--- src/rtl/instr_prefetch_buf_pkg.sv ---
// Shared widths, word size and FSM encoding for the instruction prefetch buffer.
package instr_prefetch_buf_pkg;

    localparam int IPF_ADDR_WIDTH  = 32;
    localparam int IPF_INSTR_WIDTH = 32;
    localparam int IPF_WORD_BYTES  = 4;

    typedef enum logic {
        IPF_IDLE   = 1'b0,
        IPF_STREAM = 1'b1
    } ipf_state_t;

endpackage

--- src/rtl/ipf_fifo.sv ---
// Synchronous DEPTH-entry FIFO with push/pop/clear; clear wins over push and pop.
// Latency: a pushed entry is visible at the head on the following cycle.
// Backpressure: none inside; the owner must never push when full or pop when empty.
module ipf_fifo #(
    parameter int DEPTH = 4,
    parameter int WIDTH = 64
) (
    input  logic                         cpu_clk,
    input  logic                         cpu_rst,
    input  logic                         push,
    input  logic [WIDTH-1:0]             push_dat,
    input  logic                         pop,
    input  logic                         clear,
    output logic [WIDTH-1:0]             head_dat,
    output logic [$clog2(DEPTH+1)-1:0]   count,
    output logic                         empty
);

    localparam int PTR_W = $clog2(DEPTH);
    localparam int CNT_W = $clog2(DEPTH + 1);

    logic [WIDTH-1:0] mem_q [DEPTH];
    logic [PTR_W-1:0] rd_ptr_q;
    logic [PTR_W-1:0] wr_ptr_q;
    logic [CNT_W-1:0] count_q;

    always_ff @(posedge cpu_clk) begin
        if (push && !clear) begin
            mem_q[wr_ptr_q] <= push_dat;
        end
    end

    always_ff @(posedge cpu_clk) begin
        if (cpu_rst || clear) begin
            rd_ptr_q <= '0;
            wr_ptr_q <= '0;
            count_q  <= '0;
        end else begin
            if (push) wr_ptr_q <= wr_ptr_q + PTR_W'(1);
            if (pop)  rd_ptr_q <= rd_ptr_q + PTR_W'(1);
            count_q <= count_q + CNT_W'(push) - CNT_W'(pop);
        end
    end

    assign head_dat = mem_q[rd_ptr_q];
    assign count    = count_q;
    assign empty    = (count_q == '0);

endmodule

--- src/rtl/instr_prefetch_buf.sv ---
// Instruction prefetch buffer and bus master feeding IF; KRV_IPF_PERF_CNT_EN adds hit/redirect counters.
// Latency: FIFO hit or bus bypass returns the instruction one cycle after next_pc.
// Backpressure: bus requests stall once buffered plus live in-flight words reach DEPTH.
module instr_prefetch_buf
    import instr_prefetch_buf_pkg::*;
#(
    parameter int DEPTH       = 4,
    parameter int ADDR_WIDTH  = IPF_ADDR_WIDTH,
    parameter int INSTR_WIDTH = IPF_INSTR_WIDTH
) (
    input  logic                   cpu_clk,
    input  logic                   cpu_rst,
    input  logic [ADDR_WIDTH-1:0]  next_pc,
    output logic                   instr_read_data_valid,
    output logic [INSTR_WIDTH-1:0] instr_read_data,
    output logic                   ibus_req,
    output logic [ADDR_WIDTH-1:0]  ibus_addr,
    input  logic                   ibus_gnt,
    input  logic                   ibus_rvalid,
    input  logic [INSTR_WIDTH-1:0] ibus_rdata
`ifdef KRV_IPF_PERF_CNT_EN
    ,
    output logic [31:0]            ipf_hit_cnt,
    output logic [31:0]            ipf_redirect_cnt
`endif
);

    localparam int CNT_W = $clog2(DEPTH + 1);
    localparam int ENT_W = ADDR_WIDTH + INSTR_WIDTH;

    typedef struct packed {
        logic [ADDR_WIDTH-1:0]  addr;
        logic [INSTR_WIDTH-1:0] instr;
    } ipf_entry_t;

    ipf_state_t             state_q, state_d;
    logic [ADDR_WIDTH-1:0]  cur_addr_q, stream_addr_q, stream_base, oldest_addr, pc_aligned;
    logic [CNT_W-1:0]       outstanding_q, discard_q, live, fifo_count;
    logic                   valid_q;
    logic [INSTR_WIDTH-1:0] data_q;
    ipf_entry_t             head, push_entry;
    logic [ENT_W-1:0]       head_dat;
    logic                   fifo_empty, misaligned, hold, hit, match_oldest;
    logic                   bypass, waiting, redirect, push, xfer;

    assign misaligned  = |next_pc[1:0];
    assign pc_aligned  = {next_pc[ADDR_WIDTH-1:2], 2'b00};
    // Non-discarded requests are the most recent ones, so the oldest sits live words behind stream_addr.
    assign live        = outstanding_q - discard_q;
    assign oldest_addr = stream_addr_q - (ADDR_WIDTH'(live) << 2);
    assign head        = head_dat;
    assign push_entry  = '{addr: oldest_addr, instr: ibus_rdata};

    assign hold         = !misaligned && valid_q && (next_pc == cur_addr_q);
    assign hit          = !misaligned && !hold && !fifo_empty && (head.addr == next_pc);
    assign match_oldest = !misaligned && !hold && fifo_empty && (live != '0) && (oldest_addr == next_pc);
    assign bypass       = match_oldest && ibus_rvalid && (discard_q == '0);
    assign waiting      = match_oldest && !bypass;
    assign redirect     = !(hold || hit || bypass || waiting);

    always_comb begin
        state_d   = state_q;
        ibus_req  = 1'b0;
        ibus_addr = stream_addr_q;
        if (redirect) begin
            state_d   = misaligned ? IPF_IDLE : IPF_STREAM;
            ibus_req  = !misaligned;
            ibus_addr = pc_aligned;
        end else if (state_q == IPF_STREAM) begin
            ibus_req = ({1'b0, fifo_count} + {1'b0, live}) < (CNT_W + 1)'(DEPTH);
        end
        if (cpu_rst) begin
            ibus_req  = 1'b0;
            ibus_addr = '0;
        end
    end

    assign xfer        = ibus_req && ibus_gnt;
    assign push        = ibus_rvalid && !redirect && (discard_q == '0) && !bypass;
    assign stream_base = redirect ? pc_aligned : stream_addr_q;

    always_ff @(posedge cpu_clk) begin
        if (cpu_rst) begin
            state_q       <= IPF_IDLE;
            cur_addr_q    <= '0;
            stream_addr_q <= '0;
            outstanding_q <= '0;
            discard_q     <= '0;
            valid_q       <= 1'b0;
            data_q        <= '0;
        end else begin
            state_q       <= state_d;
            cur_addr_q    <= next_pc;
            stream_addr_q <= xfer ? stream_base + ADDR_WIDTH'(IPF_WORD_BYTES) : stream_base;
            outstanding_q <= outstanding_q + CNT_W'(xfer) - CNT_W'(ibus_rvalid);
            // A response landing on the redirect cycle is consumed now, so it leaves the discard set.
            if (redirect) begin
                discard_q <= outstanding_q - CNT_W'(ibus_rvalid);
            end else if (ibus_rvalid && (discard_q != '0)) begin
                discard_q <= discard_q - CNT_W'(1);
            end
            if (hit) begin
                valid_q <= 1'b1;
                data_q  <= head.instr;
            end else if (bypass) begin
                valid_q <= 1'b1;
                data_q  <= ibus_rdata;
            end else if (!hold) begin
                valid_q <= 1'b0;
            end
        end
    end

    ipf_fifo #(
        .DEPTH (DEPTH),
        .WIDTH (ENT_W)
    ) u_fifo (
        .cpu_clk  (cpu_clk),
        .cpu_rst  (cpu_rst),
        .push     (push),
        .push_dat (push_entry),
        .pop      (hit),
        .clear    (redirect),
        .head_dat (head_dat),
        .count    (fifo_count),
        .empty    (fifo_empty)
    );

    assign instr_read_data_valid = valid_q;
    assign instr_read_data       = data_q;

`ifdef KRV_IPF_PERF_CNT_EN
    always_ff @(posedge cpu_clk) begin
        if (cpu_rst) begin
            ipf_hit_cnt      <= '0;
            ipf_redirect_cnt <= '0;
        end else begin
            if ((hit || bypass) && (ipf_hit_cnt != '1)) ipf_hit_cnt <= ipf_hit_cnt + 32'd1;
            if (redirect && (ipf_redirect_cnt != '1))   ipf_redirect_cnt <= ipf_redirect_cnt + 32'd1;
        end
    end
`endif

endmodule

--- config.mk ---
export PLATFORM = sky130hd
export DESIGN_NAME = instr_prefetch_buf
export DESIGN_NICKNAME = d
export VERILOG_FILES = /design/src/rtl/instr_prefetch_buf_pkg.sv /design/src/rtl/ipf_fifo.sv /design/src/rtl/instr_prefetch_buf.sv
export SDC_FILE = /design/constraint.sdc
export NUM_CORES = 1
export LEC_CHECK = 0
export CORE_AREA = 4 4 231 233
export DETAILED_ROUTE_END_ITERATION = 8
export DIE_AREA = 0 0 235 237
export PLACE_DENSITY = 0.54
export SYNTH_ARGS = -nofsm -noshare
export SYNTH_HDL_FRONTEND = slang
export SYNTH_SLANG_ARGS = --single-unit
--- constraint.sdc ---
create_clock -name cpu_clk -period 15.1 [get_ports cpu_clk]
set_input_delay 1.51 -clock cpu_clk [delete_from_list [all_inputs] [get_ports cpu_clk]]
set_output_delay 1.51 -clock cpu_clk [all_outputs]
set_load 0.005 [all_outputs]
After elaboration in Yosys (flattened, before gate mapping)
Memory sizes are Yosys's and may differ from the RTL's. A register that Yosys moved wholly into a read port is not among the register bits. Cells that the tools add are included.

Reduce and logical (&&, ||, !) cells: 32. Mux-type cells: 18. Add/subtract/negate cells: 12. Order comparisons: 1. Equality and inequality tests: 5.

Operators with widths (count): two-way mux 32 bit (5); == test 32 bit (3); adder 32 x 3 -> 32 bit (second input constant) (1); subtractor 32 x 5 -> 32 bit (1); logical AND 1 bit (17); two-way mux 1 bit (9); subtractor 3 x 1 -> 3 bit (3); adder 3 x 1 -> 3 bit (2); logical NOT 3 bit (2); two-way mux 3 bit (2); nonzero test 3 bit (2); logical NOT 1 bit (5); adder 2 x 1 -> 2 bit (second input constant) (2); adder 3 x 3 -> 4 bit (1); logical OR 1 bit (4); < comparator 4 x 3 -> 1 bit (second input constant) (1); two-way mux 2 bit (2); inequality test 3 x 1 -> 1 bit (second input constant) (1); subtractor 3 x 1 -> 3 bit (second input constant) (1); subtractor 3 bit (1); inequality test 2 x 1 -> 1 bit (second input constant) (1); nonzero test 2 bit (1); OR reduction 2 bit (1).

Word-level logic and storage cells: 79. Memory bits (writable): 256. Output and inout bits: 66. Memories: 1. Input port bits: 68. Bits in registers: 111.

Memory list: u_fifo.mem_q (depth 4, bits a word 64, rd ports 1, clocked after memory_dff 1, write ports 1, line ipf_fifo.sv:22) `logic [WIDTH-1:0] mem_q [DEPTH];`.

Depth between registers and ports, before layout
Word-level depth: 20. Gate-level depth with buffers: 30.

Cells and area by module
Synthesis repeated with hierarchy kept, for this count alone.

Cells, all modules: 1342. Area, all modules: 17569.4 um^2.

Modules (own cells, without submodules): ipf_fifo (cells each 380, sequential area each 7867.5 um^2, area each 9761.9 um^2, times used 1); instr_prefetch_buf (cells each 962, sequential area each 2082.0 um^2, area each 7807.5 um^2, times used 1).

Least setup slack after synthesis
Ideal clock, no wire load.

Path type: register to register. Start point: reg outstanding_q[0]. End point: reg stream_addr_q[30]. Setup time: 0.128 ns. Data arrival time: 6.236 ns. Slack: 8.736 ns. Path buffers: 3. Cell stages (with the launch flop): 30. Data required time: 14.972 ns. Clock period less this slack: 6.364 ns. Cell sequence: dfxtp_1 -> inv_1 -> ha_1 -> inv_1 -> fa_1 -> xnor2_1 -> xnor2_1 -> inv_1 -> ha_1 -> nor2b_1 -> or4_1 -> clkbuf_1 -> nor3_1 -> mux2i_1 -> nand2_1 -> or4_4 -> o41a_1 -> buf_6 -> buf_6 -> mux2i_4 -> inv_1 -> ha_1 -> nand2_1 -> nor3_1 -> nand3_1 -> nor4_1 -> nand4_1 -> mux2i_1 -> xor2_1 -> nor2_1.

Cells in the longest elaborated chain, start to end: 13.

Ends and longest elaborated chain: from (decl) (line instr_prefetch_buf.sv:38) `logic [CNT_W-1:0] outstanding_q, discard_q, live, fifo_count;`; from (signal assigned) (line instr_prefetch_buf.sv:95) `outstanding_q <= outstanding_q + CNT_W'(xfer) - CNT_W'(ibus_rvalid);`; subtractor 3 bit (*) (line instr_prefetch_buf.sv:49) `assign live = outstanding_q - discard_q;`; parallel branches: the longest is 11 deep, another holds subtractor 32 x 5 -> 32 bit; two-way mux 32 bit (*) (line instr_prefetch_buf.sv:94) `stream_addr_q <= xfer ? stream_base + ADDR_WIDTH'(IPF_WORD_BYTES) : stream_base;`; to (signal assigned) (line instr_prefetch_buf.sv:94); to (decl) (line instr_prefetch_buf.sv:37) `logic [ADDR_WIDTH-1:0] cur_addr_q, stream_addr_q, stream_base, oldest_addr, pc_aligned;`.

Every way passes the cells marked *. A chain may end at the register's enable or synchronous reset.

Final worst setup path
Start point: reg outstanding_q[0]. End point: out ibus_req.

Cells in the longest elaborated chain, start to end: 11.

Ends and longest elaborated chain: subtractor 3 bit (*) (line instr_prefetch_buf.sv:49); subtractor 32 x 5 -> 32 bit / nonzero test 3 bit (equally long branches) (line instr_prefetch_buf.sv:50, instr_prefetch_buf.sv:56); == test 32 bit / logical AND 1 bit (equally long branches) (line instr_prefetch_buf.sv:56) `assign match_oldest = !misaligned && !hold && fifo_empty && (live != '0) && (oldest_addr == next_pc);`; logical AND 1 bit (line instr_prefetch_buf.sv:56); logical AND 1 bit (2 in a row) (line instr_prefetch_buf.sv:57) `assign bypass = match_oldest && ibus_rvalid && (discard_q == '0);`; logical NOT 1 bit (line instr_prefetch_buf.sv:58) `assign waiting = match_oldest && !bypass;`; logical AND 1 bit (line instr_prefetch_buf.sv:58); logical OR 1 bit (line instr_prefetch_buf.sv:59) `assign redirect = !(hold || hit || bypass || waiting);`; two-way mux 1 bit (*) (line instr_prefetch_buf.sv:65) `if (redirect) begin`; two-way mux 1 bit (*) (line instr_prefetch_buf.sv:72) `if (cpu_rst) begin`; to (decl) (line instr_prefetch_buf.sv:16) `output logic ibus_req,`.

Mark *: on every way between the ends. The rest lies on a longest branch, timed or not.

==> impl_results.md <==
- Most used DFF post-synth: edfxtp_1
- Slew margin rel.: 29.7%
- Status: completed
- Ordered list of cells on the worst path: inv_1 -> ha_1 -> inv_1 -> fa_1 -> xnor2_1 -> xnor2_1 -> inv_1 -> ha_1 -> a21oi_1 -> nand4_1 -> nor3_1 -> nor2_1 -> a2111oi_0 -> nand4_1 -> o41a_2 -> buf_4 -> mux2i_1 -> nor2_1 -> clkdlybuf4s50_1
- Sequential-to-total area share from yosys stat: 56.0%
- Max Slew Vio Count: 0
- Total Routing Usage GR: 16.6%
- R2r startpoint: outstanding_q[0]
- Synth warn: 0
- Worst Tran Pin Value: 1.05 ns
- VDD IR max: 0.0708 mV
- CTS Buffer Depth: 3
- Ratio of cells with drive above 1 in the final layout: 11.4%
- # nets final: 1636
- CP max FO: 40
- Final worst-path cycle share: 56.7%
- Routed WL: 46.9 mm
- Most common cell after layout, fill and taps aside: edfxtp_1
- Clk_skew: ~0.038 ns
- H-tree depth: 2
- Vias in the first global route: 11700
- Post-CTS setup buffer count: 0
- Full die area: 55700 um2
- Cts-stage hold buffer count: 0
- Hold Crit Class: reg -> reg
- FF+latch count, synth: 369
- Max incr delay on CP: around 0.8 ns
- Min-delay src: state_q
- Max Clock Freq: 117 MHz
- Hold path depth: 2
- Clock Pin Slew Worst Setup and Hold Paths: 0.06 ns
- Post-synth EDFFs: 256
- Worst path slowest cell: a2111oi_0
- Vias per inst: ~5
- Routed wire per std cell: 20.8 um
- PostCTS Resize Cnt: 0
- Reg2reg end: stream_addr_q[30]
- RD Place Congestion: 0.872
- Unrepaired setup endpoints after global routing: no
- Routed via count: 11400
- Placed cells: 2180
- Port Buf Inserts: approximately 130
- Largest net degree at the start of global routing: 77
- Max-cap violations: 0
- Global route total overflow: 0
- Async SR Flop Fraction: 0%
- Register-to-register setup slack: 6.89 ns
- Core Region: between 50000 and 60000 um2
- Setup crit start kind: flop
- Final setup violation count: 0
- Cells after Synth: 1466
- Initial antenna violation count: 0
- TritonCTS Buffers: 42
- Worst endpoint required time: 13.59 ns
- Multi-input logic area: 7180 um2
- CTS tree: done
- Arr. time, crit path: between 7 and 8 ns
- Initial core utilization: around a third
- Iter 0 DRT Violations: 958
- Die Ht: 237 um
- # fillers: 4755
- Worst Hold End: state_q
- Clk sinks: 369
- Fin crit period: approximately 8.6 ns
- Endpoint class of the critical path: primary output
- Syn Area/Cell: 12.1 um2
- Pleak: between 0.007 and 0.008 uW
- Clk_lat worst skew: 0.59 ns
- Storage cell area: 9950 um2
- First-pass iteration count of the detailed router: 5
- CP dominant cell by count: inv_1
- Total I/O pin count: 134
- Final routed DRC violation total: 0
- Crit path kind: reg -> out
- Commonest cells after routing, fill and taps aside: edfxtp_1, nand2_1, clkdlybuf4s50_1, xnor2_1, nor2_1
- Final ANT Viol Nets: 0
- Area Growth Syn to Fin: 18.5%
- Row count: between 80 and 90
- PwrDens: between 100 and 150 nW/um2
- Root buf cell: clkbuf_16
- DP Wirelength: between 30 and 40 mm
- Syn Std Cell Area: 17800 um2
- Synth Net Count: about 1600
- Final Non-Filler Cells: 2258
- Die Wd: 235 um
- Synth cell types: between 70 and 80
- First-pass GRT wire length: slightly above 70 mm
- Setup TNS: 0 ns
- # diodes: 0
- R2R depth: 27
- Final Hold Fails: 0
-- cells by family after synthesis --
logic type	Yosys count	synth area share, %
buf+inv	157	3.66
fa+ha+maj	24	1.86
flops	369	56.0
xor+xnor	173	8.92
simple gates	529	14.4
mux	116	11.2
compound gates	98	3.88
-- final cells by class --
cell class / instances / share of cell area (%)
clock buffers: 54 / 5.41
clock inverters: 24 / 1.46
inverters: 44 / 0.785
multi-input cells: 940 / 34.2
flip-flops and latches: 369 / 47.3
well taps: 680 / 4.05
repair buffers: 147 / 6.82
-- metrics by stage --
step	area [um2]	worst slack (ns)	power [uW]	hold WS (ns)	util, %
after CTS	21000	6.41	2500	0.480	41.1
after detailed placement	19600	6.92	1430	0.465	38.3
after global routing	21000	5.90	2570	0.496	41.1
final	21000	6.54	2460	0.479	41.1
after global placement	19600	7.03	1430	0.455	38.3
after floorplan	17800	8.74	1330	0.431	-
-- routing by layer --
| layer | GRT usage, % | routed length [um] | vias up |
|---|---|---|---|
| met1 | 22.8 | 21700 | 5615 |
| met2 | 26.3 | 21400 | 331 |
| met4 | 5.14 | 1370 | 0 |
| met3 | 3.56 | 2460 | 86 |
| met5 | 0 | 0 | - |
| li1 | - | - | 5412 |
-- where the power goes --
group          internal [uW]  switching [uW]  leakage [uW]
sequential              1110            18.8       0.00326
clock                    613             433      0.000699
combinational            110             173       0.00333
-- sequential cells by signal, indices dropped and copies added (netlist names), named ones only --
| signal | flops |
|---|---|
| u_fifo.mem_q | 256 |
| cur_addr_q | 32 |
| instr_read_data | 32 |
| stream_addr_q | 32 |
| discard_q | 3 |
| outstanding_q | 3 |
| u_fifo.count | 3 |
| u_fifo.rd_ptr_q | 2 |
| u_fifo.wr_ptr_q | 2 |
| instr_read_data_valid | 1 |
| state_q | 1 |
-- cells in the mapped netlist, drive strengths merged, types with 5 or more instances --
library cell  number  area (um2)
buf               29         169
o21ai              5        28.8
inv               44         165
xor2              37         324
and2               6        37.5
mux2i             46         480
a31oi              7        43.8
nand4             34         213
nor2b             37         231
and4               7        61.3
mux4              64        1440
mux2               6        67.6
or3               13        81.3
nor3b              5        37.5
edfxtp           256        7690
ha                20         250
nand3             27         135
xnor2            131        1150
nor3              26         135
nor4              18         134
dfxtp            113        2260
a211oi            22         165
nand2b             7        43.8
nor2             132         498
a21oi             33         165
or2                6        37.5
and3               7        43.8
nand2            183         687
xnor3              5         113
or4                7        56.3
clkbuf            84         315
-- worst max-delay path by stage --
stage	startpoint	to	slack [ns]	cells past startpoint
finish	outstanding_q[0]	ibus_req	6.54	19
global route	outstanding_q[0]	ibus_addr[12]	5.90	19
CTS	outstanding_q[0]	ibus_req	6.41	19
detailed placement	outstanding_q[0]	stream_addr_q[30]	6.92	27
global placement	outstanding_q[0]	stream_addr_q[30]	7.03	27
floorplan	outstanding_q[0]	stream_addr_q[30]	8.74	29
-- critical path, delay by kind of cell, from the launching register on --
kind	cells	cell delay (ns)
AOI/OAI and AO/OA	3	1.84
and+or+nand+nor	5	1.68
buffers and inverters	5	1.01
adders and majority gates	3	0.84
xor gates and xnor gates	2	0.41
muxes	1	0.36
DFF	1	0.31
(Power assumes the default switching activity.)
